File: config.mk
export PLATFORM = sky130hd
export DESIGN_NAME = contador_de_programa_flat
export DESIGN_NICKNAME = d
export VERILOG_FILES = /design/src/rtl/contador_de_programa_pkg.sv /design/src/rtl/contador_de_programa_if.sv /design/src/rtl/contador_de_programa_calcula_proximo_pc.sv /design/src/rtl/contador_de_programa.sv /design/src/flat_wrapper.sv
export SDC_FILE = /design/constraint.sdc
export NUM_CORES = 1
export LEC_CHECK = 0
export CAP_MARGIN = 10
export CORE_MARGIN = 1
export CORE_UTILIZATION = 43
export CTS_CLUSTER_DIAMETER = 60
export CTS_CLUSTER_SIZE = 30
export DETAILED_ROUTE_END_ITERATION = 10
export HOLD_SLACK_MARGIN = 0.05
export MAX_ROUTING_LAYER = met4
export PLACE_DENSITY = 0.78
export SKIP_LAST_GASP = 1
export SLEW_MARGIN = 20
export SYNTH_ARGS = -nofsm -noshare
export SYNTH_HDL_FRONTEND = slang
export SYNTH_HIERARCHICAL = 1
export SYNTH_SLANG_ARGS = --single-unit
export TNS_END_PERCENT = 100
File: constraint.sdc
create_clock -name clock -period 4.1 [get_ports clock]
set_input_delay 0.82 -clock clock [delete_from_list [all_inputs] [get_ports clock]]
set_output_delay 0.82 -clock clock [all_outputs]
set_load 0.01 [all_outputs]
File: src/rtl/contador_de_programa_pkg.sv
// Shared opcode, funct and run-state definitions for the iZero fetch stage.
package pacote_cpu;

  localparam logic [5:0] OP_J     = 6'b010110;
  localparam logic [5:0] OP_JAL   = 6'b010111;
  localparam logic [5:0] OP_JF    = 6'b010101;
  localparam logic [5:0] OP_HALT  = 6'b011000;
  localparam logic [5:0] OP_IN    = 6'b010011;
  localparam logic [5:0] OP_RTYPE = 6'b000000;

  localparam logic [5:0] FUNCT_JR = 6'b010010;

  typedef enum logic [1:0] {
    ESTADO_EXEC    = 2'b00,
    ESTADO_WAIT_IN = 2'b01,
    ESTADO_HALTED  = 2'b10
  } estado_t;

endpackage

File: src/rtl/contador_de_programa_if.sv
// Bus between the program counter and the rest of the core (ROM, register file, user input, debug).
interface contador_de_programa_if #(
  parameter int PC_W = 26
);

  logic [31:0]     instrucao;
  logic [31:0]     dado_rs;
  logic            in_valido;
  logic [PC_W-1:0] pc;
  logic            ra_we;
  logic [31:0]     ra_dado;
  logic            in_pedido;
  logic            parado;
  logic            erro;
  logic [31:0]     contador;

  // Core side: supplies instruction/operands, observes pc and status.
  modport master (
    output instrucao, dado_rs, in_valido,
    input  pc, ra_we, ra_dado, in_pedido, parado, erro, contador
  );

  // Program-counter side.
  modport slave (
    input  instrucao, dado_rs, in_valido,
    output pc, ra_we, ra_dado, in_pedido, parado, erro, contador
  );

endinterface

File: src/rtl/contador_de_programa_calcula_proximo_pc.sv
// Combinational decode of the current instruction into the next pc and control flags.
module calcula_proximo_pc
  import pacote_cpu::*;
#(
  parameter int MEM_SIZE = 150,
  parameter int PC_W     = 26
) (
  input  logic [31:0]     instrucao,
  input  logic [PC_W-1:0] pc,
  input  logic [31:0]     dado_rs,
  output logic [PC_W-1:0] proximo_pc,
  output logic            fora_de_faixa,
  output logic            eh_jal,
  output logic            eh_in,
  output logic            eh_halt
);

  localparam logic [PC_W:0] LIMITE = (PC_W + 1)'(MEM_SIZE);

  logic [5:0]      opcode;
  logic [5:0]      funct;
  logic [PC_W-1:0] pc_mais_um;

  assign opcode     = instrucao[31:26];
  assign funct      = instrucao[5:0];
  assign pc_mais_um = pc + PC_W'(1);

  // Target selection by opcode; everything not a jump falls through to pc+1.
  always_comb begin
    proximo_pc = pc_mais_um;
    eh_jal     = 1'b0;
    eh_in      = 1'b0;
    eh_halt    = 1'b0;
    unique case (opcode)
      OP_J:    proximo_pc = PC_W'(instrucao[25:0]);
      OP_JAL: begin
        proximo_pc = PC_W'(instrucao[25:0]);
        eh_jal     = 1'b1;
      end
      OP_JF:   proximo_pc = (dado_rs == '0) ? PC_W'(instrucao[15:0]) : pc_mais_um;
      OP_HALT: eh_halt = 1'b1;
      OP_IN:   eh_in   = 1'b1;
      OP_RTYPE: begin
        if (funct == FUNCT_JR) proximo_pc = PC_W'(dado_rs[25:0]);
      end
      default: proximo_pc = pc_mais_um;
    endcase
  end

  assign fora_de_faixa = ({1'b0, proximo_pc} >= LIMITE);

endmodule

File: src/rtl/contador_de_programa.sv
// Fetch-stage program counter: pc register, run-state FSM and executed-instruction counter.
module contador_de_programa
  import pacote_cpu::*;
#(
  parameter int MEM_SIZE = 150,
  parameter int PC_W     = 26
) (
  input logic                    clock,
  input logic                    reset,
  contador_de_programa_if.slave  bus
);

  estado_t         estado;
  logic [PC_W-1:0] pc;
  logic [PC_W-1:0] pc_mais_um;
  logic [PC_W-1:0] proximo_pc;
  logic            fora_de_faixa;
  logic            eh_jal;
  logic            eh_in;
  logic            eh_halt;

  calcula_proximo_pc #(
    .MEM_SIZE (MEM_SIZE),
    .PC_W     (PC_W)
  ) u_calcula (
    .instrucao     (bus.instrucao),
    .pc            (pc),
    .dado_rs       (bus.dado_rs),
    .proximo_pc    (proximo_pc),
    .fora_de_faixa (fora_de_faixa),
    .eh_jal        (eh_jal),
    .eh_in         (eh_in),
    .eh_halt       (eh_halt)
  );

  assign pc_mais_um = pc + PC_W'(1);

  // Run-state FSM with pc, counter, parado and erro registers.
  always_ff @(posedge clock) begin
    if (!reset) begin
      estado       <= ESTADO_EXEC;
      pc           <= '0;
      bus.parado   <= 1'b0;
      bus.erro     <= 1'b0;
      bus.contador <= '0;
    end else begin
      unique case (estado)
        ESTADO_EXEC: begin
          if (eh_halt) begin
            estado       <= ESTADO_HALTED;
            bus.parado   <= 1'b1;
            bus.contador <= bus.contador + 32'd1;
          end else if (eh_in) begin
            if (bus.in_valido) begin
              pc           <= pc_mais_um;
              bus.contador <= bus.contador + 32'd1;
            end else begin
              estado <= ESTADO_WAIT_IN;
            end
          end else if (fora_de_faixa) begin
            estado     <= ESTADO_HALTED;
            bus.parado <= 1'b1;
            bus.erro   <= 1'b1;
          end else begin
            pc           <= proximo_pc;
            bus.contador <= bus.contador + 32'd1;
          end
        end
        ESTADO_WAIT_IN: begin
          if (bus.in_valido) begin
            estado       <= ESTADO_EXEC;
            pc           <= pc_mais_um;
            bus.contador <= bus.contador + 32'd1;
          end
        end
        ESTADO_HALTED: begin
          estado <= ESTADO_HALTED;
        end
        default: begin
          estado     <= ESTADO_HALTED;
          bus.parado <= 1'b1;
        end
      endcase
    end
  end

  // Combinational handshake outputs derived from current state and instruction.
  always_comb begin
    bus.pc        = pc;
    bus.ra_dado   = 32'(pc_mais_um);
    bus.ra_we     = (estado == ESTADO_EXEC) && eh_jal && !fora_de_faixa;
    bus.in_pedido = (estado == ESTADO_WAIT_IN) ||
                    ((estado == ESTADO_EXEC) && eh_in && !bus.in_valido);
  end

endmodule
File: src/flat_wrapper.sv
// flat-port wrapper written by rule: the top's interface ports become plain ports
module contador_de_programa_flat import pacote_cpu::*;
#(
  parameter int MEM_SIZE = 150,
  parameter int PC_W     = 26
)
  (clock, reset, bus_instrucao, bus_dado_rs, bus_in_valido, bus_pc, bus_ra_we, bus_ra_dado, bus_in_pedido, bus_parado, bus_erro, bus_contador);
  contador_de_programa_if #(.PC_W(PC_W)) bus_i ();
  input logic clock;
  input logic reset;
  input wire logic [$bits(bus_i.instrucao)-1:0] bus_instrucao;
  input wire logic [$bits(bus_i.dado_rs)-1:0] bus_dado_rs;
  input wire logic [$bits(bus_i.in_valido)-1:0] bus_in_valido;
  output wire logic [$bits(bus_i.pc)-1:0] bus_pc;
  output wire logic [$bits(bus_i.ra_we)-1:0] bus_ra_we;
  output wire logic [$bits(bus_i.ra_dado)-1:0] bus_ra_dado;
  output wire logic [$bits(bus_i.in_pedido)-1:0] bus_in_pedido;
  output wire logic [$bits(bus_i.parado)-1:0] bus_parado;
  output wire logic [$bits(bus_i.erro)-1:0] bus_erro;
  output wire logic [$bits(bus_i.contador)-1:0] bus_contador;
  assign bus_i.instrucao = bus_instrucao;
  assign bus_i.dado_rs = bus_dado_rs;
  assign bus_i.in_valido = bus_in_valido;
  assign bus_pc = bus_i.pc;
  assign bus_ra_we = bus_i.ra_we;
  assign bus_ra_dado = bus_i.ra_dado;
  assign bus_in_pedido = bus_i.in_pedido;
  assign bus_parado = bus_i.parado;
  assign bus_erro = bus_i.erro;
  assign bus_contador = bus_i.contador;
  contador_de_programa #(.MEM_SIZE(MEM_SIZE), .PC_W(PC_W)) u_core (.clock(clock), .reset(reset), .bus(bus_i));
endmodule
==> results of run 1 <==
-- report_power, final --
| group | switching [mW] | total (mW) | leakage, nW | internal (mW) |
|---|---|---|---|---|
| Clock | 0.277 | 0.779 | 0.146 | 0.503 |
| Sequential | 0.0471 | 0.702 | 0.502 | 0.655 |
| Combinational | 0.705 | 1.37 | 2.31 | 0.667 |
-- cell families after synthesis --
group / Yosys count
flip-flops: 62
XOR/XNOR: 73
AO/OA/AOI/OAI: 159
multiplexers: 2
AND/OR/NAND/NOR: 320
other: 1
adder cells (fa/ha/maj): 6
buffers and inverters: 57
-- through the flow --
| step | hold slack, ps | cells |
|---|---|---|
| 4_1_cts | 484 | 1067 |
| 3_3_place_gp | 451 | 1041 |
| 3_5_place_dp | 464 | 1041 |
| 5_1_grt | 526 | 1071 |
| 2_1_floorplan | 455 | 685 |
| 6_report | 475 | 1071 |
-- routing by layer --
layer / global-route usage [%] / wire length, µm / vias up
met4: 11.0 / 368 / 0
met1: 36.2 / 7840 / 2972
met2: 54.0 / 9060 / 305
met3: 6.00 / 1720 / 32
li1: - / - / 2997
met5: - / 0 / -
-- cells in the mapped netlist, types with 14 or more instances --
cell type   n  area [µm²]
and3_1     16         100
nand2_1    65         244
clkbuf_1   25        93.8
o21ai_0    45         225
xnor2_1    32         280
nor2_1     68         255
nand4_1    35         219
nor3_1     15        75.1
a22oi_1    26         195
a21oi_1    31         155
nand3_1    45         225
xor2_1     41         359
nor4_1     14        87.6
dfxtp_1    62        1240
-- flip-flops by register name, indices dropped and copies added (netlist names) --
name and flops:
u_core/bus.contador 32, u_core/estado 2, u_core/bus.parado 1, u_core/bus.erro 1, u_core/bus.pc 26
-- area by class of cell --
cell class | count | area, µm²
fillers | 939 | 3490
clock buffers | 13 | 260
repair buffers | 272 | 2430
well taps | 143 | 179
flip-flops and latches | 62 | 1240
clock inverters | 3 | 42.5
multi-input cells | 566 | 3740
inverters | 12 | 45.0
-- final timing paths --
| path | startpoint | to | slack (ps) | depth (start not counted) |
|---|---|---|---|---|
| hold / removal | u_core/bus.parado | u_core/bus.parado | 470 | 2 |
| hold reg to reg | u_core/bus.parado | u_core/bus.parado | 470 | 2 |
| setup / recovery | bus_dado_rs[19] | bus_ra_we | -80 | 14 |
| setup reg to reg | u_core/bus.pc[0] | u_core/bus.pc[18] | 230 | 14 |
-- repair_timing --
| item | CTS | global route |
|---|---|---|
| gates resized for setup | 105 | 34 |
| pin swaps | 20 | 11 |
| setup endpoints to repair | 60 | 55 |
| setup buffers | 10 | 6 |
-- worst max-delay path, delay by kind of cell --
kind            cells  cell delay, ps
compound gates      4            1070
simple gates        5             720
buf+inv             5             740
==> reports/summary.txt, run 1 <==
final setup fails -> 3
Yosys warning total -> 6
P per Cell Area -> 360 nW/µm²
clk_lat worst skew -> 330 ps
I/O Buffers -> 154
most common cell after layout, fill and taps aside -> clkdlybuf4s50_1
share of layout cells above drive strength 1 -> 20.4%
Pwr Total -> 2.85 mW
register bit total from synthesis -> 62
Least-Margin Pin Slew -> 734 ps
Iteration-0 DRC Markers -> 539
RePlAce Congestion -> 0.911
post-synthesis compound-gate area fraction -> 20.7%
CP cell instances -> clkdlybuf4s15_2, nor4_4, buf_4, nand4_1, buf_4, nor4_4, or2_1, buf_6, a221o_1, a221o_1, a211oi_2, o221ai_2, and3b_1, buf_6
WP data required -> 3280 ps
most frequent cells in the layout -> clkdlybuf4s50_1 (110), buf_4 (108), nor2_1 (65), nand2_1 (65), dfxtp_1 (62)
Setup CP Type -> input pin to output port
core area -> 11400 µm²
Worst-path clk slew -> 50 ps
Crit. End Element -> output port
clock root cell -> clkbuf_16
Max Root-Sink Buffers -> 2
Post-Synth XOR/XNOR Area -> 12.7%
DP Worst Slack -> -949 ps
Setup TNS Final -> -98.4 ps
final instance area -> 7930 µm²
clock period minus worst slack -> 4180 ps
num rows -> 39
Avg WL per Cell -> 17.7 µm
placed cell area -> 7350 µm²
Mapped Area -> 5030 µm²
post-detail-place hpwl -> 14000 µm
Layout Nets -> 996
FMAX -> 239 MHz
grt ovf -> 0
ANT nets after route -> 0
final period utilization -> 102%
H-tree Lvls -> 3
final setup margin -> -81.3 ps
Mapped Cells -> 680
number of diodes -> 0
max_cap viols -> 0
CP max-delay cell -> a221o_1
All-Layer GR Usage -> 31.3%
register area share after synthesis -> 24.7%
Routed WL -> 19000 µm
mux share of post-synthesis cell area -> 0.398%
full die area -> 12100 µm²
die span in y -> 110 µm
clock tree sinks -> 62
Lkg Pwr -> 2.96 nW
Top FF cell, synth -> dfxtp_1
first-pass GRT wire length -> 28600 µm
Starting Density -> 44.0%
Vias -> 6306
Syn Area/Cell -> 7.39 µm²
failing checks -> setup timing
CTS Hold Bufs -> 0
Critical Path Fanout Max -> 3
crit path launch type -> input pin
EDFF count, synth -> 0
number of antenna violations at the first check in global routing -> 0
Slew Limit Fails -> 0
CTS tree -> done
max_slew headroom -> 51.0%
outcome -> finished, violations left
pin count of the biggest net entering global routing -> 44
DRC viols -> 0
Yosys cell types -> 70
Crit path largest cell delay -> 340 ps
Util after Layout -> 69.5%
post-DR vias/cell -> 5.89
Max IR drop VDD -> 0.223 mV
RSZ-0062 raised after global routing -> true
clock skew -> 4.50 ps
Final Hold Viols -> 0
simple-gate share of the synthesized area -> 35.0%
vias in the first global route -> 5895
Adder-Cell Fraction of Synth Area -> 1.49%
TritonCTS Buffers -> 9
Die X -> 110 µm
Hold/Removal Path Class -> flip-flop to flip-flop
area grow syn2layout -> 57.8%
num ports -> 161
async set or reset register ratio after synthesis -> 0%
DR pass1 iterations -> 5
largest family of logic cells by synthesized area -> simple AND/OR/NAND/NOR gates
Critical Path AT -> 3360 ps
Note: power is estimated with default switching activity, not from simulation.
==> run 2: changes to the inputs <==
--- a/config.mk
+++ b/config.mk
@@ -5,15 +5,16 @@
 export SDC_FILE = /design/constraint.sdc
 export NUM_CORES = 1
 export LEC_CHECK = 0
-export CAP_MARGIN = 10
+export ABC_AREA = 1
+export CAP_MARGIN = 20
 export CORE_MARGIN = 1
-export CORE_UTILIZATION = 43
+export CORE_UTILIZATION = 45
 export CTS_CLUSTER_DIAMETER = 60
 export CTS_CLUSTER_SIZE = 30
 export DETAILED_ROUTE_END_ITERATION = 10
 export HOLD_SLACK_MARGIN = 0.05
 export MAX_ROUTING_LAYER = met4
-export PLACE_DENSITY = 0.78
+export PLACE_DENSITY = 0.79
 export SKIP_LAST_GASP = 1
 export SLEW_MARGIN = 20
 export SYNTH_ARGS = -nofsm -noshare
==> run 2 against run 1 <==
Effect of this change: the run now ends clean; register-to-register slack better by 280 ps; combinational power down 24%; worst hold slack worse by 4.6 ps; area after synthesis up 13%; global-route usage up 0.89 points; via count up 15%; clock-buffer cell count down 3; power down 10%; sequential share of layout area down 0.54 points; clock power down 3.9%; wire length up 6.9%; critical endpoint unchanged; largest power group unchanged.
==> reports/summary.txt, run 2 <==
most common cell after layout, fill and taps aside -> nand2_1
Least-Margin Pin Slew -> 882 ps
EDFF count, synth -> 0
internal reg-to-reg setup slack -> 510 ps
FILL cells -> 1137
CP bufs+invs -> 2
RSZ-0062 raised after global routing -> false
outcome -> complete, no violations
die span in y -> 114 µm
Largest Register -> u_core/bus.contador
Critical Path AT -> 3100 ps
top cells by area, synth -> dfxtp_1 (22%), nand2_1 (19%), nor2_1 (9.2%)
register area share after synthesis -> 21.9%
Int Pwr -> 1.65 mW
first-pass GRT wire length -> 32200 µm
Comb pwr share -> 40.6%
CP top delay family -> simple AND/OR/NAND/NOR gates
num ports -> 161
clk_lat worst skew -> 330 ps
Syn Area/Cell -> 5.86 µm²
CP max-delay cell -> clkdlybuf4s50_1
P_sw -> 0.915 mW
Die X -> 114 µm
Avg WL per Cell -> 14.9 µm
CTS tree -> done
Starting Density -> 46.7%
Final Hold Viols -> 0
RePlAce Congestion -> 0.997
metal3 WL -> 1840 µm
I/O Buffers -> 154
area grow syn2layout -> 45.2%
final period utilization -> 95.6%
pin count of the biggest net entering global routing -> 38
hold path depth -> 2
WP data required -> 3280 ps
post-DR vias/cell -> 5.30
TritonCTS Buffers -> 9
grt ovf -> 0
Yosys warning total -> 6
clock tree sinks -> 62
core area -> 12100 µm²
number of antenna violations at the first check in global routing -> 0
Synth top cells by count -> nand2_1 (291), nor2_1 (138), inv_1 (104)
DR pass1 iterations -> 5
most frequent CP cell -> nand2_1
Mapped Cells -> 966
placed cell area -> 7890 µm²
ANT nets after route -> 0
Crit. End Element -> output port
Seq pwr share -> 30.2%
Max IR drop VDD -> 0.318 mV
Setup CP Type -> input pin to output port
leading area contributor after synthesis -> dfxtp_1
Max Root-Sink Buffers -> 2
met2 wire length -> 9090 µm
non-filler instance count after layout -> 1366
Layout Nets -> 1266
Critical Path Fanout Max -> 7
crit path launch type -> input pin
share of layout cells above drive strength 1 -> 14.1%
Worst-path clk slew -> 60 ps
All-Layer GR Usage -> 32.2%
register bit total from synthesis -> 62
hold path endpoint -> u_core/estado[1]
Top FF cell, synth -> dfxtp_1
final setup fails -> 0
num rows -> 40
Slew Limit Fails -> 0
area share of the largest cell type after synthesis -> 21.9%
clock skew -> 8.62 ps
max_slew headroom -> 40.8%
CP cell instances -> clkdlybuf4s50_1, nor2_1, nand2_1, nor2_1, nand2_2, o21ai_4, nand2_4, nand2_1, nand2_1, nor2_1, nand2_1, nor2_1, nand2_1, nor2_2, nand2_1, nor2_1, clkbuf_2
Routed WL -> 20300 µm
max reg flops -> 32
Switching Share -> 35.7%
FMAX -> 255 MHz
uppermost layer routed -> met4
r2r worst-path depth -> 25
met1 WL -> 8750 µm
full die area -> 13000 µm²
max_cap viols -> 0
HP Start -> u_core/estado[1]
clock root cell -> clkbuf_16
DP Cell Count -> 1348
Lkg Pwr -> 3.44 nW
Mapped Area -> 5660 µm²
most frequent cells in the layout -> nand2_1 (290), clkdlybuf4s50_1 (153), nor2_1 (135)
DRC viols -> 0
clock power share -> 29.2%
H-tree Lvls -> 3
async set or reset register ratio after synthesis -> 0%
Critical R2R Launch -> u_core/bus.pc[15]
Crit path largest cell delay -> 450 ps
Vias -> 7233
vias in the first global route -> 6601
RR Endpoint -> u_core/bus.contador[9]
post-detail-place hpwl -> 15600 µm
P per Cell Area -> 312 nW/µm²
number of diodes -> 0
Top Registers -> u_core/bus.contador x32, u_core/bus.pc x26, u_core/estado x2
Hold/Removal Path Class -> flip-flop to flip-flop
Yosys cell types -> 52
clock period minus worst slack -> 3920 ps
final instance area -> 8210 µm²
most common cell in the synthesized netlist -> nand2_1
Iteration-0 DRC Markers -> 615
run 2: cell types whose count changed in the layout (fill, tap and decap cells not counted), moves of 23 or more:
cell             before  now
nand2_1              65  290
inv_1                11  104
nor2_1               65  135
clkdlybuf4s50_1     110  153
buf_4               108   81
nor2_2                1   25
xnor2_1              32    9
run 2: cells by family (layout without fill, tap and decap cells):
| family | after synthesis | after routing | synth area share [%] |
|---|---|---|---|
| AND/OR/NAND/NOR | 578 | 579 | 44.6 |
| buffers and inverters | 142 | 368 | 10.8 |
| AO/OA/AOI/OAI | 135 | 135 | 14.6 |
| flip-flops | 62 | 62 | 21.9 |
| XOR/XNOR | 42 | 42 | 6.63 |
| adder cells (fa/ha/maj) | 6 | 6 | 1.33 |
| other | 1 | 6 | 0.0663 |
run 2: power by group through the flow:
stage	clock network, mW	registers (mW)	logic (mW)
6_report	0.749	0.774	1.04
5_1_grt	0.791	0.782	1.12
4_1_cts	0.758	0.771	1.03
3_5_place_dp	0	0.783	1.02
3_3_place_gp	0	0.782	1.01
2_1_floorplan	0	0.796	0.463
run 2: final cells by class:
type                    instances  area (µm²)  share of cell area [%]
multi-input cells             768        3850                    46.9
repair buffers                237        2180                    26.6
flip-flops and latches         62        1240                    15.1
inverters                     115         434                    5.29
clock buffers                  10         229                    2.79
well taps                     168         210                    2.56
clock inverters                 6        62.6                   0.762
run 2: what timing repair did:
action	CTS	global route
setup buffers	0	1
resized for setup	2	7
pin swaps	1	3
hold buffers	0	0
endpoints found under the setup margin	1	1
cloned	0	1
run 2: metrics by stage:
stage | worst slack (ps) | setup TNS, ps | utilization, % | hold WS (ps) | total power [mW]
finish | 178 | 0 | 67.8 | 470 | 2.56
global route | 4.45 | 0 | 67.8 | 490 | 2.70
CTS | 39.7 | 0 | 67.6 | 470 | 2.55
detailed placement | -218 | -218 | 65.2 | 456 | 1.80
global placement | -215 | -215 | 65.2 | 447 | 1.79
floorplan | 970 | 0 | - | 445 | 1.26
run 2: worst reg2reg max path, delay by kind of cell, from the launching register on:
family	cells	cell delay, ps
AND/OR/NAND/NOR	21	2310
AO/OA/AOI/OAI	2	210
flip-flops	1	620
buffers and inverters	2	330
run 2: how the worst max path moves through the flow:
stage	from	to	slack [ps]	depth (start not counted)
floorplan	bus_dado_rs[6]	bus_ra_we	970	14
global placement	bus_dado_rs[20]	bus_ra_we	-210	16
detailed placement	bus_instrucao[31]	bus_ra_we	-220	18
CTS	bus_dado_rs[20]	bus_ra_we	40	16
global route	bus_dado_rs[20]	bus_ra_we	4	16
finish	bus_dado_rs[1]	bus_ra_we	180	17
run 2: layer usage:
metal	GRT usage [%]	up-vias
met5	-	-
met1	40.5	3272
met4	11.9	0
met3	7.04	55
li1	-	3554
met2	50.5	352
